<file path="src/rtl/fx_mac_seq.sv">
// Operand sequencer for fx_mac: buffers one weight and one data vector, streams them as a
// contiguous K-cycle burst per start, then captures the result pulse or flags a lost result.
module fx_mac_seq #(
  parameter int WIDTH   = 8,
  parameter int K       = 9,
  parameter int TIMEOUT = 32,
  localparam int AW     = (K > 1) ? $clog2(K) : 1
) (
  input  logic             clk_i,
  input  logic             rstn,
  input  logic             wr_en_i,
  input  logic             wr_sel_i,
  input  logic [AW-1:0]    wr_addr_i,
  input  logic [WIDTH-1:0] wr_data_i,
  input  logic             start_i,
  output logic             busy_o,
  output logic [WIDTH-1:0] win_o,
  output logic [WIDTH-1:0] din_o,
  output logic             vld_o,
  input  logic [WIDTH-1:0] acc_i,
  input  logic             acc_vld_i,
  output logic [WIDTH-1:0] result_o,
  output logic             done_o,
  output logic             timeout_o
);

  localparam int            TW       = $clog2(TIMEOUT);
  localparam logic [AW:0]   K_L      = (AW + 1)'(K);
  localparam logic [AW-1:0] IDX_LAST = AW'(K - 1);
  localparam logic [TW-1:0] TMR_LAST = TW'(TIMEOUT - 1);

  typedef enum logic [1:0] {
    ST_IDLE  = 2'd0,
    ST_ISSUE = 2'd1,
    ST_WAIT  = 2'd2
  } state_t;

  state_t           state_reg, state_next;
  logic [AW-1:0]    idx_reg, idx_next;
  logic [TW-1:0]    timer_reg, timer_next;
  logic             vld_reg, vld_next;
  logic [WIDTH-1:0] win_reg, win_next;
  logic [WIDTH-1:0] din_reg, din_next;
  logic             busy_reg, busy_next;
  logic [WIDTH-1:0] result_reg, result_next;
  logic             done_reg, done_next;
  logic             timeout_reg, timeout_next;
  logic             wr_ok;

  logic [WIDTH-1:0] wbuf_reg [K];
  logic [WIDTH-1:0] dbuf_reg [K];
  logic [K-1:0]     wsel_w;
  logic [K-1:0]     dsel_w;

  // Per-element write decode; out-of-range addresses match no element.
  generate
    for (genvar gi = 0; gi < K; gi++) begin : g_wdec
      assign wsel_w[gi] = wr_ok && !wr_sel_i && (wr_addr_i == AW'(gi));
      assign dsel_w[gi] = wr_ok &&  wr_sel_i && (wr_addr_i == AW'(gi));
    end
  endgenerate

  always_ff @(posedge clk_i) begin
    if (!rstn) begin
      for (int i = 0; i < K; i++) begin
        wbuf_reg[i] <= '0;
        dbuf_reg[i] <= '0;
      end
    end else begin
      for (int i = 0; i < K; i++) begin
        if (wsel_w[i]) wbuf_reg[i] <= wr_data_i;
        if (dsel_w[i]) dbuf_reg[i] <= wr_data_i;
      end
    end
  end

  always_ff @(posedge clk_i) begin
    if (!rstn) begin
      state_reg   <= ST_IDLE;
      idx_reg     <= '0;
      timer_reg   <= '0;
      vld_reg     <= 1'b0;
      win_reg     <= '0;
      din_reg     <= '0;
      busy_reg    <= 1'b0;
      result_reg  <= '0;
      done_reg    <= 1'b0;
      timeout_reg <= 1'b0;
    end else begin
      state_reg   <= state_next;
      idx_reg     <= idx_next;
      timer_reg   <= timer_next;
      vld_reg     <= vld_next;
      win_reg     <= win_next;
      din_reg     <= din_next;
      busy_reg    <= busy_next;
      result_reg  <= result_next;
      done_reg    <= done_next;
      timeout_reg <= timeout_next;
    end
  end

  // Outputs are the registered image of the current state's decision, so vld_o and busy_o
  // lag the state by one cycle; busy_o drops together with done_o/timeout_o.
  always_comb begin
    state_next   = state_reg;
    idx_next     = idx_reg;
    timer_next   = timer_reg;
    vld_next     = 1'b0;
    win_next     = '0;
    din_next     = '0;
    busy_next    = 1'b0;
    result_next  = result_reg;
    done_next    = 1'b0;
    timeout_next = 1'b0;
    wr_ok        = 1'b0;

    case (state_reg)
      ST_IDLE: begin
        wr_ok = wr_en_i && ({1'b0, wr_addr_i} < K_L);
        if (start_i) begin
          state_next = ST_ISSUE;
          idx_next   = '0;
        end
      end
      ST_ISSUE: begin
        vld_next  = 1'b1;
        win_next  = wbuf_reg[idx_reg];
        din_next  = dbuf_reg[idx_reg];
        busy_next = 1'b1;
        if (idx_reg == IDX_LAST) begin
          state_next = ST_WAIT;
          timer_next = '0;
        end else begin
          idx_next = idx_reg + 1'b1;
        end
      end
      ST_WAIT: begin
        busy_next = 1'b1;
        if (acc_vld_i) begin
          result_next = acc_i;
          done_next   = 1'b1;
          busy_next   = 1'b0;
          state_next  = ST_IDLE;
        end else if (timer_reg == TMR_LAST) begin
          timeout_next = 1'b1;
          busy_next    = 1'b0;
          state_next   = ST_IDLE;
        end else begin
          timer_next = timer_reg + 1'b1;
        end
      end
      default: begin
        state_next = ST_IDLE;
      end
    endcase
  end

  assign busy_o    = busy_reg;
  assign vld_o     = vld_reg;
  assign win_o     = win_reg;
  assign din_o     = din_reg;
  assign result_o  = result_reg;
  assign done_o    = done_reg;
  assign timeout_o = timeout_reg;

endmodule

</file>
<file path="config.mk">
export PLATFORM = sky130hd
export DESIGN_NAME = fx_mac_seq
export DESIGN_NICKNAME = d
export VERILOG_FILES = /design/src/rtl/fx_mac_seq.sv
export SDC_FILE = /design/constraint.sdc
export NUM_CORES = 1
export LEC_CHECK = 0
export BUFFER_PORTS_ARGS = -buffer_cell sky130_fd_sc_hd__buf_2
export CAP_MARGIN = 25
export CORE_MARGIN = 2
export CORE_UTILIZATION = 50
export CTS_BUF_LIST = sky130_fd_sc_hd__clkbuf_4 sky130_fd_sc_hd__clkbuf_8
export CTS_CLUSTER_DIAMETER = 40
export CTS_CLUSTER_SIZE = 30
export DETAILED_ROUTE_END_ITERATION = 16
export GPL_TIMING_DRIVEN = 0
export PLACE_DENSITY_LB_ADDON = 0.12
export SKIP_LAST_GASP = 1
export SYNTH_ARGS = -nofsm -noshare
export SYNTH_HDL_FRONTEND = slang
export SYNTH_SLANG_ARGS = --single-unit
export TNS_END_PERCENT = 5
</file>
<file path="constraint.sdc">
create_clock -name clk_i -period 2 [get_ports clk_i]
set_input_delay 0.3 -clock clk_i [delete_from_list [all_inputs] [get_ports clk_i]]
set_output_delay 0.3 -clock clk_i [all_outputs]
set_load 0.005 [all_outputs]
</file>
==> results_dict.tcl, run 1 <==
set metrics [dict create \
    start_kind "flop" \
    skew_ps 9.73 \
    cts_tree "built" \
    dp_hpwl_mm 10.2 \
    drv_slew 0 \
    fp.dieArea_um2 15300 \
    drive_gt1_share_pct 31.1 \
    finalInstanceArea_um2 8290 \
    drc 0 \
    portBuffers 53 \
    place_area_um2 7730 \
    slowest_stage "dfxtp_1" \
    drt_iter0_markers 412 \
    max-slew-margin-rel_pct 40.1 \
    synth_warnings 0 \
    timing.fmax_mhz 498 \
    ff2ff_setup_slack_ps -9 \
    antennaDiodeCount 0 \
    path_cells "inv_1, ha_1, nand3b_1, nor2_1, nand2_1, o21ai_2, buf_4" \
    violations "setup timing" \
    worstMarginPinSlew_ps 898 \
    maxCapViolations 0 \
    synth_top_flop_cell "edfxtp_1" \
    drt-total-wl_mm 15.4 \
    fp.dieH_um 124 \
    synth_seq_cells 183 \
    rows 43 \
    antenna_found_initial 0 \
    synth_cells 433 \
    num-fill-cells 1092 \
    grt_start_max_net_pins 17 \
    fin_tns_setup_ps -50.0 \
    drt-vias-per-instance 5.67 \
    overflow 0 \
    criticalPathCategory "flop to flop" \
    setup_viol 7 \
    dr_total_vias 4033 \
    holdPathStages 3 \
    core-area_um2 13900 \
    synth_nets 467 \
    critPathMaxFanout 7 \
    period_needed_ps 2010 \
    finalHoldViolations 0 \
    wl_per_cell_um 21.7 \
    hold_class "input pin to flop" \
    area_delta_synth_final_pct 15.4 \
    synth_area_um2 7190 \
    syn_avg_cell_area_um2 16.6 \
    pwr_density_cell_nw_per_um2 1050 \
    vdd.ir_drop.worst_uv 554 \
    cts-buffers-inserted 17 \
    post-route-period-util_pct 100 \
    ys_seq_area_share_pct 71.0 \
    cp.arrival_ps 2170 \
    synthDistinctLibCells 44 \
    htree_levels 4 \
    ff_latch_area_um2 5100 \
    clockBufferDepth 2 \
    cp_slowest_stage_delay_ps 330 \
    pin_count 54 \
    num-nets-final 552 \
    status "finished with violations" \
    hold_end "result_o[6]$_SDFFE_PN0P_" \
    min_from "acc_i[6]" \
    p_leak_nw 3.12 \
    clk_latency_ps 460 \
    grt_pass1_vias 4056 \
    synth_edf_count 144 \
    clock-sinks 183 \
    start_util_pct 51.6 \
    r2r-start "state_reg[0]$_SDFFE_PN0P_" \
    clk_pin_slew_ps 90 \
    crit_required_ps 2160 \
    rsz0062_at_grt "yes" \
    die_w_um 124 \
    grt_usage_pct 22.0 \
    gp_congestion 0.814 \
    ff2ff_path_depth 7 \
    critPathLaunch "state_reg[0]$_SDFFE_PN0P_" \
    final_antenna_net_count 0 \
    multiInputGateArea_um2 2000 \
    cts_root_buf "clkbuf_8" \
    worst_slack_ps -9.11 \
    dr.pass1.iters 4 \
    synthArstFlopShare_pct 0 \
    endpoint_kind "flop" \
    rr_endpoint "dbuf_reg[2][5]$_DFFE_PP_" \
    grt_first_pass_wirelength_mm 23.5 \
]
==> timing repair <==
| item | 4_1_cts | 5_1_grt |
|---|---|---|
| gates resized for setup | 2 | 22 |
| setup buffers | 0 | 1 |
| hold buffers | 0 | 0 |
| endpoints found under the setup margin | 111 | 199 |
| pin swaps | 0 | 3 |
==> worst max-delay path, delay by kind of cell (launching register included) <==
kind,cells,cell delay [ps]
adders and majority gates,1,240
DFF,1,330
buffers and inverters,2,340
AOI/OAI and AO/OA,1,300
and+or+nand+nor,3,510
==> synthesized netlist by cell type (2+ instances only) <==
| master | number | share of area, % |
|---|---|---|
| nand2_1 | 21 | 1.1 |
| edfxtp_1 | 144 | 60 |
| clkbuf_1 | 12 | 0.63 |
| nor3_1 | 16 | 1.1 |
| mux4_2 | 32 | 10 |
| buf_2 | 8 | 0.56 |
| buf_6 | 2 | 0.31 |
| nor2b_1 | 21 | 1.8 |
| mux2i_1 | 4 | 0.56 |
| and3_1 | 18 | 1.6 |
| o21ai_0 | 7 | 0.49 |
| a21boi_0 | 8 | 0.84 |
| o22ai_1 | 18 | 1.6 |
| nor2_1 | 8 | 0.42 |
| xor2_1 | 2 | 0.24 |
| nand3b_1 | 2 | 0.21 |
| nand2b_1 | 4 | 0.35 |
| dfxtp_1 | 39 | 11 |
| buf_8 | 2 | 0.42 |
| nand3_1 | 12 | 0.84 |
| o21ai_1 | 12 | 0.84 |
| buf_4 | 2 | 0.21 |
| ha_1 | 8 | 1.4 |
| and2_1 | 3 | 0.26 |
| inv_1 | 9 | 0.47 |
==> area by class of cell <==
class / count / area share [%]
flip-flops and latches: 183 / 61.6
plain buffers: 26 / 1.87
clock buffers: 20 / 3.25
inverters: 9 / 0.408
multi-input cells: 215 / 24.1
repair buffers: 66 / 4.57
clock inverters: 12 / 1.52
well taps: 180 / 2.72
==> worst max-delay path by stage <==
stage          slack, ps  depth (start not counted)                       end
2_1_floorplan         60                          6  wbuf_reg[2][0]$_DFFE_PP_
3_3_place_gp        -790                          6  wbuf_reg[1][5]$_DFFE_PP_
3_5_place_dp        -300                          6  dbuf_reg[3][1]$_DFFE_PP_
4_1_cts             -260                          6  dbuf_reg[5][6]$_DFFE_PP_
5_1_grt             -180                          7  dbuf_reg[2][7]$_DFFE_PP_
6_report              -9                          7  dbuf_reg[2][5]$_DFFE_PP_
==> routing by layer <==
layer | track usage, % | part of all wire [%]
met1 | 29.8 | 44
met2 | 35.3 | 50
met3 | 5.72 | 5.1
met4 | 6.46 | 1.0
met5 | 0 | 0
==> per-stage QoR <==
stage / hold slack (ps) / util, % / power [mW] / worst slack (ps) / instances
6_report: 96.3 / 59.5 / 8.69 / -9.11 / 711
5_1_grt: 66.7 / 59.5 / 9.09 / -177 / 711
4_1_cts: 63.7 / 58.4 / 8.72 / -265 / 705
3_5_place_dp: 456 / 55.5 / 6.30 / -304 / 673
3_3_place_gp: 447 / 55.1 / 6.25 / -788 / 666
2_1_floorplan: 456 / - / 5.83 / 63.2 / 433
==> cells by family (layout without fill, tap and decap cells) <==
logic type	after synthesis	in the layout	synth area share [%]
AOI/OAI and AO/OA	55	55	5.15
xor gates and xnor gates	3	3	0.366
adders and majority gates	8	8	1.39
buffers and inverters	35	133	2.59
DFF	183	183	71.0
muxes	37	37	10.7
and+or+nand+nor	112	112	8.71
==> report_power, final <==
group / internal [mW] / leakage, nW / switching, mW / total (mW)
Sequential: 4.38 / 1.80 / 0.0813 / 4.46
Clock: 1.19 / 0.204 / 1.26 / 2.44
Combinational: 0.839 / 1.12 / 0.940 / 1.78
Total: 6.41 / 3.12 / 2.28 / 8.69
==> cells in the final DEF (no fill, tap or decap), drive strengths merged <==
master	count
a211oi	1
a21boi	9
a21oi	2
a2bb2oi	1
a41o	1
and2	3
and3	18
and4b	1
buf	80
bufinv	2
clkbuf	32
clkinv	7
clkinvlp	1
dfxtp	39
edfxtp	144
ha	8
inv	11
mux2	1
mux2i	4
mux4	32
nand2	21
nand2b	4
nand3	12
nand3b	3
nand4	1
nor2	8
nor2b	21
nor3	16
nor3b	1
o211a	1
o211ai	1
o21a	1
o21ai	19
o22ai	18
o31ai	1
or2	2
or3	1
xnor2	1
xor2	2
(Power assumes the default switching activity.)
==> run 2, diff against run 1 <==
==> constraint.sdc (replaced) <==
create_clock -name clk_i -period 2.4 [get_ports clk_i]
set_input_delay 0.36 -clock clk_i [delete_from_list [all_inputs] [get_ports clk_i]]
set_output_delay 0.36 -clock clk_i [all_outputs]
set_load 0.005 [all_outputs]
==> run 2 against run 1 <==
  * The run now ends clean
  * Worst hold slack gained 63 ps
  * Core utilization fell by 0.75 points
  * Design area down 1.3%
  * Critical path depth down 1
  * Largest cell class unchanged
  * Largest power group unchanged
==> results_dict.tcl, run 2 (same netlist as run 1, synthesis figures left out) <==
set metrics [dict create \
    worstMarginPinSlew_ps 987 \
    rows 43 \
    power.switching_mw 1.87 \
    critPathMaxFanout 8 \
    final_antenna_net_count 0 \
    drt_iter0_markers 354 \
    dr_total_vias 3997 \
    internal-power_mw 5.33 \
    pre_cts_slack_ps 96.0 \
    grt_usage_pct 22.0 \
    criticalPathCategory "flop to flop" \
    worst-path-buf-inv 2 \
    start_kind "flop" \
    cp.arrival_ps 2270 \
    setup_viol 0 \
    crit_family "compound AO/OA/AOI/OAI gates" \
    vdd.ir_drop.worst_uv 461 \
    grt_start_max_net_pins 17 \
    postCtsHoldBufs 0 \
    drt-vias-per-instance 5.61 \
    postCtsSetupBuffers 0 \
    area_delta_synth_final_pct 13.9 \
    cp_common_cell "inv_1" \
    final_cell_mix "edfxtp_1 (144), buf_2 (61), dfxtp_1 (39), mux4_2 (32)" \
    clk_pin_slew_ps 90 \
    wl_per_cell_um 21.4 \
    dr.pass1.iters 4 \
    antenna_found_initial 0 \
    status "finished clean" \
    skew_ps 9.06 \
    num-nets-final 553 \
    p_leak_nw 3.10 \
    clock-sinks 183 \
    max-slew-margin-rel_pct 33.8 \
    path_cells "inv_1, ha_1, nand3b_1, inv_1, nand3_1, o21ai_1" \
    cts_tree "built" \
    cts-buffers-inserted 17 \
    cts_root_buf "clkbuf_8" \
    maxCapViolations 0 \
    num-fill-cells 1106 \
    worst_slack_ps 208 \
    timing.fmax_mhz 456 \
    post-route-period-util_pct 91.3 \
    p_clk_share_pct 28.2 \
    dp_hpwl_mm 10.2 \
    finalHoldViolations 0 \
    grt_first_pass_wirelength_mm 23.5 \
    place_area_um2 7730 \
    drv_slew 0 \
    finalInstanceArea_um2 8180 \
    clockBufferDepth 2 \
    rsz0062_at_grt "no" \
    grt_pass1_vias 4056 \
    die_w_um 124 \
    fp.dieH_um 124 \
    drt-total-wl_mm 15.2 \
    p_seq_share_pct 51.6 \
    htree_levels 4 \
    final_common_cell "edfxtp_1" \
    gp_congestion 0.814 \
    antennaDiodeCount 0 \
    pwr_density_cell_nw_per_um2 880 \
    drive_gt1_share_pct 28.6 \
    sw_frac_of_total_pct 26.0 \
    total_power_mw 7.20 \
    pwr-share-comb_pct 20.2 \
    slowest_stage "o21ai_1" \
    stdcell_count 712 \
    cp_slowest_stage_delay_ps 800 \
    start_util_pct 51.6 \
    drc 0 \
    clk_latency_ps 460 \
    overflow 0 \
    endpoint_kind "flop" \
    portBuffers 53 \
    core-area_um2 13900 \
    crit_required_ps 2480 \
    period_needed_ps 2190 \
    fp.dieArea_um2 15300 \
    hold_class "input pin to flop" \
    pin_count 54 \
    dp_cells 673 \
]
==> run 2: cell types whose count changed in the layout (fill, tap and decap cells not counted), sizes merged <==
cell  delta
buf      +1
==> run 2: what timing repair did <==
item,in CTS,in global routing
gates resized for setup,0,1
hold endpoints to repair,0,0
setup endpoints to repair,0,8
==> run 2: stage by stage <==
step | setup TNS, ps | util, % | hold WS (ps)
5_1_grt | 0 | 58.7 | 127
6_report | 0 | 58.7 | 160
3_5_place_dp | 0 | 55.5 | 456
2_1_floorplan | 0 | - | 460
4_1_cts | 0 | 58.3 | 124
3_3_place_gp | -13620 | 55.1 | 447
==> run 2: path summary, 6_finish.rpt <==
| kind | cells past startpoint | startpoint | slack, ps | endpoint |
|---|---|---|---|---|
| min | 3 | acc_i[6] | 160 | result_o[6]$_SDFFE_PN0P_ |
| max reg2reg | 6 | state_reg[0]$_SDFFE_PN0P_ | 210 | dbuf_reg[4][6]$_DFFE_PP_ |
| min reg2reg | 2 | result_o[5]$_SDFFE_PN0P_ | 460 | result_o[5]$_SDFFE_PN0P_ |
| max | 6 | state_reg[0]$_SDFFE_PN0P_ | 210 | dbuf_reg[4][6]$_DFFE_PP_ |
==> run 2: metal layers <==
metal  vias to the layer above  wire length (µm)  GRT usage [%]
met5                         -                 0              0
met4                         0               188           6.46
met3                        19               912           5.72
met2                       119              7560           35.3
met1                      2017              6550           29.8
li1                       1842                 -              -
==> run 2: tightest hold or removal path, delay by kind of cell <==
family	cells	cell delay [ps]
buf+inv	1	100
compound gates	1	60
simple gates	1	50
==> run 2: final cells by class <==
cell class | instances | area [µm²] | area share (%)
Sequential cell | 183 | 5100 | 62.4
Multi-Input combinational cell | 215 | 1900 | 23.2
Clock buffer | 20 | 269 | 3.29
Timing Repair Buffer | 67 | 374 | 4.57
Tap cell | 180 | 225 | 2.75
Inverter | 9 | 33.8 | 0.413
Buffer | 26 | 153 | 1.87
Clock inverter | 12 | 126 | 1.54
==> run 2: power groups by stage <==
stage	Clock, mW	Sequential, mW	Combinational, mW
floorplan	0	3.78	1.07
global placement	0	3.78	1.43
detailed placement	0	3.80	1.46
CTS	2.08	3.72	1.46
global route	2.22	3.74	1.59
finish	2.03	3.72	1.46
==> run 3, diff against run 2 <==
--- a/config.mk
+++ b/config.mk
@@ -8,7 +8,7 @@
 export BUFFER_PORTS_ARGS = -buffer_cell sky130_fd_sc_hd__buf_2
 export CAP_MARGIN = 25
 export CORE_MARGIN = 2
-export CORE_UTILIZATION = 50
+export CORE_UTILIZATION = 30
 export CTS_BUF_LIST = sky130_fd_sc_hd__clkbuf_4 sky130_fd_sc_hd__clkbuf_8
 export CTS_CLUSTER_DIAMETER = 40
 export CTS_CLUSTER_SIZE = 30
==> run 3 against run 2 <==
  * Critical path depth grew 1
  * Worst hold slack lost 11 ps
  * Critical path type unchanged
  * Count of clock-buffer cells in the layout shrank 1
  * Cell count grew 20%
  * First-iteration DRC count shrank 30%
  * Global-route usage shrank 7.7 points
  * Sequential power is essentially flat
==> results_dict.tcl, run 3 (same netlist as run 1, synthesis figures left out) <==
set metrics [dict create \
    dr_total_vias 4028 \
    holdPathStages 3 \
    criticalPathCategory "flop to flop" \
    crit_required_ps 2560 \
    drive_gt1_share_pct 28.9 \
    dp_hpwl_mm 12.2 \
    area_delta_synth_final_pct 16.3 \
    drt-vias-per-instance 4.73 \
    vdd.ir_drop.worst_uv 342 \
    final_common_cell "edfxtp_1" \
    pwr_density_cell_nw_per_um2 863 \
    worstMarginPinSlew_ps 956 \
    clk_latency_ps 460 \
    max-slew-margin-rel_pct 35.9 \
    postCtsHoldBufs 0 \
    rr_endpoint "dbuf_reg[0][3]$_DFFE_PP_" \
    clock-sinks 183 \
    setup_viol 0 \
    start_util_pct 30.6 \
    finalHoldViolations 0 \
    num-nets-final 554 \
    rows 56 \
    hold_class "input pin to flop" \
    hold_end "result_o[4]$_SDFFE_PN0P_" \
    grt_start_max_net_pins 17 \
    core-area_um2 23500 \
    overflow 0 \
    postCtsSetupBuffers 0 \
    antenna_found_initial 0 \
    p_seq_share_pct 51.6 \
    internal-power_mw 5.20 \
    final_cell_mix "edfxtp_1 (144), buf_2 (61), dfxtp_1 (39), mux4_2 (32)" \
    cts-buffers-inserted 17 \
    grt_pass1_vias 4155 \
    rsz0062_at_grt "no" \
    clockBufferDepth 2 \
    ff2ff_setup_slack_ps 130 \
    drc 0 \
    dr.pass1.iters 4 \
    worst_slack_ps 128 \
    maxCapViolations 0 \
    timing.fmax_mhz 440 \
    p_leak_nw 3.08 \
    r2r-start "state_reg[0]$_SDFFE_PN0P_" \
    final_antenna_net_count 0 \
    post-route-period-util_pct 94.7 \
    total_power_mw 7.21 \
    drv_slew 0 \
    grt_usage_pct 14.3 \
    start_kind "flop" \
    fp.dieArea_um2 25200 \
    critPathMaxFanout 5 \
    wl_per_cell_um 20.6 \
    gp_congestion 0.770 \
    die_w_um 159 \
    sw_frac_of_total_pct 27.9 \
    pre_cts_slack_ps 8.26 \
    p_clk_share_pct 27.6 \
    drt-total-wl_mm 17.5 \
    cp.arrival_ps 2440 \
    power.switching_mw 2.01 \
    cts_root_buf "clkbuf_8" \
    htree_levels 4 \
    drt_iter0_markers 247 \
    cts_tree "built" \
    period_needed_ps 2270 \
    pin_count 54 \
    status "finished clean" \
    min_from "acc_i[4]" \
    ff2ff_path_depth 7 \
    fp.dieH_um 159 \
    endpoint_kind "flop" \
    antennaDiodeCount 0 \
    clk_pin_slew_ps 100 \
    skew_ps 11.3 \
    grt_first_pass_wirelength_mm 26.3 \
    portBuffers 53 \
    pwr-share-comb_pct 20.8 \
]
## run 3: cell count changes in the layout (fill, tap and decap cells not counted), sizes merged
cell      change
buf           +1
clkinvlp      +2
inv           +1
clkinv        -1
clkbuf        -1
bufinv        -1
## run 3: critical path: stages, from the launching register on
cell      delay, ps
dfxtp_1         340
inv_1           110
ha_1            250
nand3b_1        120
nor2_1          150
nand2_1         140
o21ai_1         570
buf_4           290
## run 3: layout make-up
type / count / area (µm²)
Buffer: 26 / 153
Clock buffer: 19 / 249
Clock inverter: 13 / 123
Fill cell: 2237 / 15100
Inverter: 9 / 33.8
Multi-Input combinational cell: 215 / 1900
Sequential cell: 183 / 5100
Tap cell: 319 / 399
Timing Repair Buffer: 68 / 393
## run 3: how the worst max path moves through the flow
stage                                    startpoint                  endpoint  slack (ps)  cells after the start
after floorplan           state_reg[0]$_SDFFE_PN0P_  wbuf_reg[2][1]$_DFFE_PP_         460                      6
after global placement    state_reg[0]$_SDFFE_PN0P_  wbuf_reg[2][5]$_DFFE_PP_        -530                      6
after detailed placement  state_reg[0]$_SDFFE_PN0P_  dbuf_reg[7][6]$_DFFE_PP_           8                      6
after CTS                 state_reg[0]$_SDFFE_PN0P_  dbuf_reg[6][3]$_DFFE_PP_          20                      6
after global routing      state_reg[0]$_SDFFE_PN0P_  dbuf_reg[0][3]$_DFFE_PP_           9                      7
final                     state_reg[0]$_SDFFE_PN0P_  dbuf_reg[0][3]$_DFFE_PP_         130                      7
## run 3: timing repair
action | CTS | global route
pin swaps | 0 | 0
endpoints found under the setup margin | 7 | 8
resized for setup | 1 | 1
endpoints found under the hold margin | 0 | 0
## run 3: power groups by stage
stage	registers (mW)	clock network (mW)	logic, mW
after floorplan	3.78	0	1.07
after global placement	3.78	0	1.48
after detailed placement	3.80	0	1.52
after CTS	3.72	2.04	1.53
after global routing	3.74	2.18	1.63
final	3.72	1.99	1.50
## run 3: metal layers
layer	global-route usage, %	share of wire [%]	up-vias
met5	0	0	-
met4	2.71	0.64	0
met3	3.50	6.1	11
met2	23.1	47	119
met1	19.6	46	2051
li1	-	-	1847
## run 3: metrics by stage
stage / utilization (%) / TNS (ps) / instance area (µm²) / std cells / hold slack [ps]
2_1_floorplan: - / 0 / 7190 / 433 / 460
3_3_place_gp: 33.4 / -22400 / 7850 / 805 / 452
3_5_place_dp: 33.9 / 0 / 7950 / 816 / 460
4_1_cts: 35.5 / 0 / 8320 / 848 / 117
5_1_grt: 35.6 / 0 / 8360 / 852 / 126
6_report: 35.6 / 0 / 8360 / 852 / 149
